==> src/rtl/pulse_cdc_pkg.sv <==
// Shared definitions for the pulse clock-domain-crossing blocks.
package pulse_cdc_pkg;

  typedef enum logic [1:0] {
    IDLE = 2'd0,
    EMIT = 2'd1,
    GAP  = 2'd2
  } spacerState_e;

  // Largest value an unsigned counter of the given width can hold.
  function automatic int unsigned cntMax(input int unsigned width);
    return (32'd1 << width) - 32'd1;
  endfunction

endpackage

==> src/rtl/pulse_spacer.sv <==
// Re-emits incoming event pulses one at a time, at least MIN_GAP idle cycles
// apart, so a slower destination clock can sample every synchronizer toggle.
module pulse_spacer
  import pulse_cdc_pkg::*;
#(
  parameter int MIN_GAP = 4,
  parameter int CNT_W   = 4
) (
  input  logic             clk,
  input  logic             rst_n,
  input  logic             pulse_i,
  input  logic             clr_ovf_i,
  output logic             pulse_o,
  output logic [CNT_W-1:0] pending_o,
  output logic             overflow_o,
  output logic             busy_o
);

  localparam int                GAP_W    = $clog2(MIN_GAP + 1);
  localparam logic [GAP_W-1:0]  GAP_LOAD = GAP_W'(MIN_GAP);
  localparam logic [GAP_W-1:0]  GAP_ONE  = GAP_W'(1);
  localparam logic [GAP_W-1:0]  GAP_ZERO = GAP_W'(0);
  localparam int unsigned       MAX_U    = cntMax(CNT_W);
  localparam logic [CNT_W-1:0]  PEND_MAX = MAX_U[CNT_W-1:0];
  localparam logic [CNT_W-1:0]  PEND_ONE = CNT_W'(1);
  localparam logic [CNT_W-1:0]  PEND_0   = CNT_W'(0);

  if (MIN_GAP < 1) begin : gMinGapCheck
    $error("pulse_spacer: MIN_GAP must be at least 1");
  end

  spacerState_e     state_r;
  spacerState_e     nextState_s;
  logic [GAP_W-1:0] gapCnt_r;
  logic [GAP_W-1:0] nextGapCnt_s;
  logic [CNT_W-1:0] nextPending_s;
  logic             nextOverflow_s;
  logic             isEmit_s;
  logic             gapDone_s;
  logic             wantEmit_s;
  logic             dropEvt_s;

  // Next-state, pending counter, gap timer and overflow decisions.
  always_comb begin
    isEmit_s       = (state_r == EMIT);
    gapDone_s      = (state_r == GAP) && (gapCnt_r == GAP_ONE);
    wantEmit_s     = pulse_i || (pending_o != PEND_0);
    dropEvt_s      = pulse_i && !isEmit_s && (pending_o == PEND_MAX);
    nextState_s    = state_r;
    nextGapCnt_s   = gapCnt_r;
    nextPending_s  = pending_o;
    nextOverflow_s = overflow_o;

    case (state_r)
      IDLE: begin
        if (wantEmit_s) nextState_s = EMIT;
        else            nextState_s = IDLE;
      end
      EMIT: nextState_s = GAP;
      GAP: begin
        if (gapDone_s && wantEmit_s) nextState_s = EMIT;
        else if (gapDone_s)          nextState_s = IDLE;
        else                         nextState_s = GAP;
      end
      default: nextState_s = IDLE;
    endcase

    // An emit cycle frees a slot, so a coincident event is absorbed even when full.
    if (pulse_i && !isEmit_s && (pending_o != PEND_MAX)) nextPending_s = pending_o + PEND_ONE;
    else if (isEmit_s && !pulse_i)                      nextPending_s = pending_o - PEND_ONE;
    else                                                nextPending_s = pending_o;

    if (isEmit_s)                                       nextGapCnt_s = GAP_LOAD;
    else if ((state_r == GAP) && (gapCnt_r != GAP_ZERO)) nextGapCnt_s = gapCnt_r - GAP_ONE;
    else                                                nextGapCnt_s = gapCnt_r;

    if (dropEvt_s)      nextOverflow_s = 1'b1;
    else if (clr_ovf_i) nextOverflow_s = 1'b0;
    else                nextOverflow_s = overflow_o;
  end

  // State and registered outputs; reset discards any pending events.
  always_ff @(posedge clk or negedge rst_n) begin
    if (!rst_n) begin
      state_r    <= IDLE;
      gapCnt_r   <= GAP_ZERO;
      pending_o  <= PEND_0;
      overflow_o <= 1'b0;
      pulse_o    <= 1'b0;
      busy_o     <= 1'b0;
    end else begin
      state_r    <= nextState_s;
      gapCnt_r   <= nextGapCnt_s;
      pending_o  <= nextPending_s;
      overflow_o <= nextOverflow_s;
      pulse_o    <= (nextState_s == EMIT);
      busy_o     <= (nextState_s != IDLE) || (nextPending_s != PEND_0);
    end
  end

endmodule

==> config.mk <==
export PLATFORM = sky130hd
export DESIGN_NAME = pulse_spacer
export DESIGN_NICKNAME = d
export VERILOG_FILES = /design/src/rtl/pulse_cdc_pkg.sv /design/src/rtl/pulse_spacer.sv
export SDC_FILE = /design/constraint.sdc
export NUM_CORES = 1
export LEC_CHECK = 0
export ABC_AREA = 1
export CAP_MARGIN = 20
export CELL_PAD_IN_SITES_DETAIL_PLACEMENT = 1
export CELL_PAD_IN_SITES_GLOBAL_PLACEMENT = 2
export CORE_MARGIN = 4
export CORE_UTILIZATION = 32
export DETAILED_ROUTE_END_ITERATION = 16
export PLACE_DENSITY = 0.81
export SLEW_MARGIN = 20
export SYNTH_ARGS = -nofsm -noshare
export SYNTH_HDL_FRONTEND = slang
export SYNTH_SLANG_ARGS = --single-unit
==> constraint.sdc <==
create_clock -name clk -period 2.45 [get_ports clk]
set_input_delay 0.49 -clock clk [delete_from_list [all_inputs] [get_ports clk]]
set_output_delay 0.49 -clock clk [all_outputs]
set_load 0.02 [all_outputs]
==> results.md, run 1 <==
Clock tree:
- The number of instances resized during post-cts repair is 0.
- The clock passes through at most 2 buffers.
- In this run the number of H-tree levels came out at 1.
- The clock input transition at the sequential cells of the worst setup and hold paths is 0.07 ns.
- The number of buffers created by CTS is 3.
- The cell sitting at the root of the clock tree is a sky130_fd_sc_hd__clkbuf_4.
- Clock tree synthesis found a total of 12 sinks.
- Clock latency on the worst-skew pair, taken at its later pin, is 0.26 ns.
- The number of hold buffers added after CTS is 0.
- Buffers added to address setup during post-CTS repair amount to 0.
- TritonCTS built the clock tree.

Detailed routing:
- Once detail routing completed, the nets flagged for antenna violations numbered 0.
- The via density per instance is 4.797.
- The number of detailed-route iterations in the first pass is 4.
- The routed length per instance is 12.91 um.
- In this run, the number of DRC markers left after iteration 0 of detailed routing was 1.
- The total detailed-routing wirelength is 1717 um.
- Summing over every cut layer, the via total after detailed routing is 638.
- The final routed DRC violation total is 0.

Layout:
- The relative area change from synthesis to final layout is 22.47%.
- The layout filler cell count is 279.
- At the end of the flow, the number of nets in the layout was 116.
- The sequential cell area in the final layout is 300.3 sq um.
- Once layout is complete, the cells apart from fillers number 133.
- In the final layout, the multi-input gates occupy 365.4 sq um.
- The share of final-layout standard cells stronger than drive strength 1 is 12.38%.
- 0 antenna diodes ended up in the layout.

Worst setup path:
- The startpoint type of the worst setup path is a register.
- The worst flop-to-flop path endpoint is busy_o.
- The type of the worst setup path is reg2out.
- The startpoint of the worst register-to-register path is pending_o[0].
- The family with the most delay on the worst path is buffers and inverters.
- STA classifies the critical path endpoint as a primary output.
- Setup slack on the worst reg-to-reg path comes out at 0.95 ns.
- The cell with the largest stage delay on the worst path is sky130_fd_sc_hd__clkdlybuf4s50_1.
- The arrival time reported for the critical path endpoint is 1.43 ns.
- The count of buffer and inverter cells on the critical path is 1.
- The signal on the critical path passes through clkdlybuf4s50_1.
- The largest fanout of any net on the critical path is 8.
- Data on the critical path is required at its endpoint by 1.96 ns.
- In this design, the stage delay of the slowest critical-path cell is 0.66 ns.
- The number of cells on the worst reg-to-reg path is 7.

Die:
- The core region is 2191 sq um.
- The die width is 55.75 um.
- The cell row count is 17.
- From bottom edge to top edge, the die measures 55.75 um.
- The count of boundary I/O pins is 11.
- The effective utilization at floorplan is 33.30%.
- The die covers 3108 sq um.

Synth:
- The number of synthesized flops with an enable pin is 0.
- The synthesized netlist net count is 102.
- Sequential cells were found to cover 41.17% of the synthesized design area.
- After synthesis the netlist holds a flip-flop and latch count of 12.
- In this run the mean area of a mapped cell was 7.929 sq um.
- The cell count after synthesis is 92.
- Of all flip-flops after synthesis, the portion carrying an async set or reset was 100.0%.
- For this run, the number of Yosys warnings is 0.
- The synthesized netlist occupies a cell area of 729.5 sq um.
- The netlist uses 21 different library cells.
- In the synthesized netlist the dominant register cell turns out to be sky130_fd_sc_hd__dfrtp_1.

Placed design:
- The final RePlAce weighted congestion is 0.7936.
- The post-place setup slack is 0.5676 ns.
- Detailed placement ended at an HPWL of 1482 um.
- The number of placed instances, taps included, is 129.
- Port buffering added 10 buffers.

STA:
- The relative slew slack is 64.48%.
- The max-slew violation count is 0.
- The setup TNS after final layout is 0 ns.
- Derived from the worst setup path, the maximum achievable clock frequency is 521.1 MHz.
- Setup repair after global routing left no endpoint under its margin.
- The number of hold violations in the final report is 0.
- The smallest setup slack after layout is 0.5310 ns.
- Final hold analysis gives a worst-case slack of 0.5018 ns.
- The shortest clock period the worst path allows after layout is 1.919 ns.
- The final worst-path cycle share is 78.33%.
- The measured slew at the worst slew-check pin is 0.5312 ns.
- The largest clock skew in the final design is 0.001309 ns.
- The final count of negative-setup-slack endpoints is 0.

Global route:
- After global routing, the most crowded layer is met2.
- The total overflow reported by the global router is 0.
- The number of antenna violations at the first check in global routing is 0.
- The met2 usage is 23.14%.
- Global routing consumed, on the met1 layer, 14.59% of the routing resources.
- The met3 usage in global routing is 1.624%.
- The first global-routing pass estimated 3105 um of wire.
- Global routing used 12.64% of the available tracks.
- The via count of the first global-routing pass came to 682.
- The pin count of the biggest net entering global routing is 13.

Run:
- The reported max-cap violation count is 0.

Min path:
- For hold timing, the worst endpoint is gapCnt_r[2].
- The number of cells on the worst hold path is 2.
- In this run the most critical hold path is launched from gapCnt_r[2].
- The kind of path behind the tightest hold check is reg2reg.

Outcome:
- The run finished with clean final reports.

Pwr:
- Power spread over the standard cell area amounts to 1339 nW/um^2.
- The peak supply drop is 0.0004970 V.
- The total leakage power is 0.4484 nW.
[layout by cell type (no fill, tap or decap), drive strengths merged]
master,count
nor3,1
nand3,15
o32ai,1
o21a,2
clkdlybuf4s50,10
nor2,6
nand2,26
nand3b,1
o22ai,1
xor2,1
o21ai,1
nand4,1
a21oi,2
ha,6
dfrtp,12
clkbuf,4
inv,15
[worst reg2reg max path, delay by kind of cell, from the launching register on]
family,cells,cell delay (ns)
and+or+nand+nor,6,0.70
DFF,1,0.44
adders and majority gates,1,0.25
[cells in the mapped netlist (2+ instances only)]
master                    number  area share (%)
sky130_fd_sc_hd__nand2_1      23              12
sky130_fd_sc_hd__dfrtp_1      12              41
sky130_fd_sc_hd__nand3_1      14             9.6
sky130_fd_sc_hd__ha_1          6              10
sky130_fd_sc_hd__a21oi_1       2             1.4
sky130_fd_sc_hd__inv_1        12             6.2
sky130_fd_sc_hd__nor2_1        4             2.1
sky130_fd_sc_hd__o21a_1        2             2.1
sky130_fd_sc_hd__inv_2         3             1.5
sky130_fd_sc_hd__nand2_2       3             2.6
[how the worst max path moves through the flow]
stage	slack, ns	startpoint	cells after the start	endpoint
after floorplan	1.02	pending_o[0]	7	busy_o
after global placement	0.59	pulse_i	8	busy_o
after detailed placement	0.57	pulse_i	8	busy_o
after CTS	0.52	pending_o[2]	1	pending_o[2]
after global routing	0.47	pending_o[2]	1	pending_o[2]
final	0.53	pending_o[2]	1	pending_o[2]
[per-layer routing]
layer,vias to the layer above,share of wire [%],wire length (um)
met5,-,0,0
met4,0,0.82,14
met3,2,1.3,23
met2,2,55,947
met1,316,43,732
li1,318,-,-
[state kept, by name, indices dropped and copies added, names as in the netlist]
register,count
state_r,2
gapCnt_r,3
pulse_o,1
busy_o,1
pending_o,4
overflow_o,1
[stage by stage]
step           power, mW  utilization [%]  area [sq um]
5_1_grt            1.323            40.78         893.4
6_report           1.196            40.78         893.4
4_1_cts            1.216            40.78         893.4
3_3_place_gp       1.042            39.12         857.1
3_5_place_dp       1.060            39.12         857.1
2_1_floorplan     0.8258                -         729.5
[layout make-up]
cell class | instances | area share, %
timing repair buffer | 10 | 11.20
multi-input combinational | 64 | 40.90
sequential | 12 | 33.61
inverter | 15 | 6.303
clock buffer | 4 | 4.062
tap | 28 | 3.922
[report_power, final]
| part | internal (mW) | leakage (nW) | switching [mW] | total, mW |
|---|---|---|---|---|
| Clock | 0.0902 | 0.0210 | 0.0628 | 0.153 |
| Combinational | 0.262 | 0.285 | 0.404 | 0.666 |
| Sequential | 0.284 | 0.143 | 0.0926 | 0.377 |
[cell families (layout without fill, tap and decap cells)]
kind of cell	after synthesis	count (layout)	synth area share (%)
AND/OR/NAND/NOR	50	50	32.42
buffers and inverters	16	29	8.748
flip-flops	12	12	41.17
AO/OA/AOI/OAI	7	7	6.175
adder cells (fa/ha/maj)	6	6	10.29
XOR/XNOR	1	1	1.201
(Power assumes the default switching activity.)
==> inputs of run 2 (changes only) <==
CORE_UTILIZATION = 30   (was 32)
PLACE_DENSITY = 0.77   (was 0.81)
clock period = 1.9 ns   (was 2.45 ns; I/O delays follow)
==> results.md, run 2 (synthesized netlist as in run 1, its figures left out) <==
Clock tree:
- In this run the deepest clock path goes through 2 buffers.
- The number of buffers created by CTS is 3.
- The clock input transition at the sequential cells of the worst setup and hold paths is 0.07 ns.
- The number of buffers added for setup after CTS is 0.
- The later pin in the worst-skew pair is clocked with a latency of 0.26 ns.
- Once the clock tree was built, the resizer swapped 0 gates to a different size.
- TritonCTS built the clock tree.
- The number of hold buffers added after CTS was 0.
- The deepest level of the CTS H-tree is 1.
- The clock tree root buffer cell is sky130_fd_sc_hd__clkbuf_4.
- The tree built by TritonCTS fans out to 12 sinks.

Layout:
- The share of final-layout standard cells stronger than drive strength 1 is 12.38%.
- The most frequent standard cell in the layout excluding fill and tap cells is sky130_fd_sc_hd__nand2_1.
- The final layout net count is 116.
- In the final layout, the registers with the most flip-flops are pending_o x4, gapCnt_r x3, state_r x2.
- From synthesis to final layout, the design area changed by 22.47%.
- The number of inserted diodes is 0.
- The top cell types in the final layout, fill and taps aside, are sky130_fd_sc_hd__nand2_1, sky130_fd_sc_hd__nand3_1, sky130_fd_sc_hd__inv_1, sky130_fd_sc_hd__dfrtp_1, sky130_fd_sc_hd__clkdlybuf4s50_1.
- The layout filler cell count is 285.
- The number of flip-flops under the largest register name is 4.
- The largest register by flop count is pending_o.

Global route:
- The overall track demand over capacity in global routing is 10.53%.
- The via count of the first global-routing pass came to 598.
- The number of antenna violations at the first check in global routing is 0.
- For this run the aggregate overflow at the end of global routing stands at 0.
- The first global-routing pass estimated 2684 um of wire.
- Entering global routing, the biggest net connects 13 pins.

Worst setup path:
- For this design, the slowest cell found on the critical path is sky130_fd_sc_hd__clkdlybuf4s50_1.
- The largest fanout of any net on the critical path is 8.
- Traced cell by cell, the critical path runs through clkdlybuf4s50_1.
- The startpoint identified for the worst register-to-register timing path is pending_o[0].
- STA puts the critical path data required time at 1.52 ns.
- The number of cells on the worst reg-to-reg path is 7.
- The worst register-to-register path ends at busy_o.
- The startpoint type of the worst setup path is a register.
- The count of buffer and inverter cells on the critical path is 1.
- The number of cells on the critical path is 1.
- At the worst endpoint, the arrival time is 1.44 ns.
- The largest single stage delay on the critical path is 0.67 ns.
- The family with the most delay on the worst path is buffers and inverters.
- The type of the worst setup path is reg2out.
- The register-to-register setup slack is 0.44 ns.
- The worst setup path is captured at a primary output.

Detailed routing:
- The final layout contains routed wiring with a total length of 1596 um.
- Dividing the detail-routed via count by the number of cells gives 4.744.
- The number of detailed-route iterations in the first pass is 4.
- In the routed design, unresolved DRC markers number 0.
- The number of routed nets with antenna violations is 0.
- In this run, the number of DRC markers left after iteration 0 of detailed routing was 5.
- The vias after detailed routing is 631.
- After detailed routing, the average wire length per cell comes to 12.00 um.

Die:
- Measured along the y axis, the die boundary spans 57.31 um.
- During I/O placement, the number of pins put on the boundary was 11.
- The effective utilization at floorplan is 32.35%.
- The cell row count is 17.
- The floorplan step defined a die boundary enclosing 3284 sq um.
- The floorplan step defined a core boundary enclosing 2255 sq um.
- The die width is 57.31 um.

Placed design:
- The final RePlAce weighted congestion is 0.7440.
- Buffers placed on the I/O ports in this run total 10.
- Before CTS, the worst setup slack after placement is 0.1202 ns.
- The half-perimeter wire length of the detailed placement result is 1310 um.

STA:
- The achievable clock frequency is 548.2 MHz.
- The largest clock skew in the final design is 0.001251 ns.
- The setup TNS after final layout is 0 ns.
- The number of hold violations in the final report came to 0.
- Counting I/O delays and the setup requirement, the final critical path takes 1.824 ns.
- For the pin with the worst max-slew slack, the measured transition is 0.5543 ns.
- Setup violations remaining at the end of the flow were counted as 0.
- Setup repair after global routing left no endpoint under its margin.
- The smallest setup slack after layout is 0.07570 ns.
- The relative slew slack is 62.93%.
- The max-slew violation count came to 0.
- The final worst-path cycle share is 96.02%.

Run:
- The reported max-cap violation count is 0.

Min path:
- The kind of path behind the tightest hold check is in2async.

Outcome:
- The run finished with clean final reports.

Pwr:
- The analysis attributes to cell leakage a power of 0.4484 nW.
- Across the VDD grid, the largest voltage drop is 0.0007720 V.
- For this design the ratio of total power to cell area is 1692 nW/um^2.
## run 2: cell counts in the layout (fill, tap and decap cells not counted)
Identical to the previous run, type by type.
## run 2: how the worst max path moves through the flow
stage / start / endpoint / slack, ns
after floorplan: pending_o[0] / busy_o / 0.47
after global placement: pulse_i / busy_o / 0.17
after detailed placement: pulse_i / busy_o / 0.12
after CTS: pending_o[2] / pending_o[2] / 0.05
after global routing: pending_o[2] / pending_o[2] / 0.02
final: pending_o[2] / pending_o[2] / 0.08
## run 2: stage by stage
| step | cells | power, mW | utilization, % | cell area (sq um) | hold WS [ns] |
|---|---|---|---|---|---|
| after floorplan | 92 | 1.065 | - | 729.5 | 0.08441 |
| after global placement | 129 | 1.333 | 38.01 | 857.1 | 0.4687 |
| after detailed placement | 129 | 1.332 | 38.01 | 857.1 | 0.4681 |
| after CTS | 133 | 1.542 | 39.62 | 893.4 | 0.4836 |
| after global routing | 133 | 1.673 | 39.62 | 893.4 | 0.4909 |
| final | 133 | 1.511 | 39.62 | 893.4 | 0.4688 |
## run 2: per-layer routing
| metal | share of wire [%] | track usage [%] |
|---|---|---|
| met5 | 0 | 0 |
| met4 | 0.88 | 3.974 |
| met3 | 2.1 | 2.036 |
| met2 | 51 | 17.62 |
| met1 | 46 | 13.36 |
## run 2: area by class of cell
cell class | instances | area [sq um] | share of cell area (%)
multi-input combinational | 64 | 365.4 | 40.90
inverter | 15 | 56.30 | 6.303
clock buffer | 4 | 36.28 | 4.062
timing repair buffer | 10 | 100.1 | 11.20
sequential | 12 | 300.3 | 33.61
tap | 28 | 35.03 | 3.922
## run 2: report_power, final
group	internal, mW	switching [mW]	leakage (nW)
Sequential	0.367	0.118	0.143
Combinational	0.334	0.495	0.285
Clock	0.116	0.0817	0.0210
Total	0.817	0.694	0.448
## run 2: worst reg2reg max path, stage by stage (launching register included)
cell,delay [ns]
sky130_fd_sc_hd__dfrtp_1,0.45
sky130_fd_sc_hd__inv_1,0.13
sky130_fd_sc_hd__ha_1,0.33
sky130_fd_sc_hd__nand4_1,0.09
sky130_fd_sc_hd__nand3_1,0.11
sky130_fd_sc_hd__nand3_1,0.07
sky130_fd_sc_hd__nor2_1,0.09
sky130_fd_sc_hd__nand3_1,0.07
==> inputs of run 3 (changes only) <==
SKIP_CTS_REPAIR_TIMING = 1   (was not set)
==> results of run 3 <==
No change in the layout: final DEF, timing and power equal those of run 2.
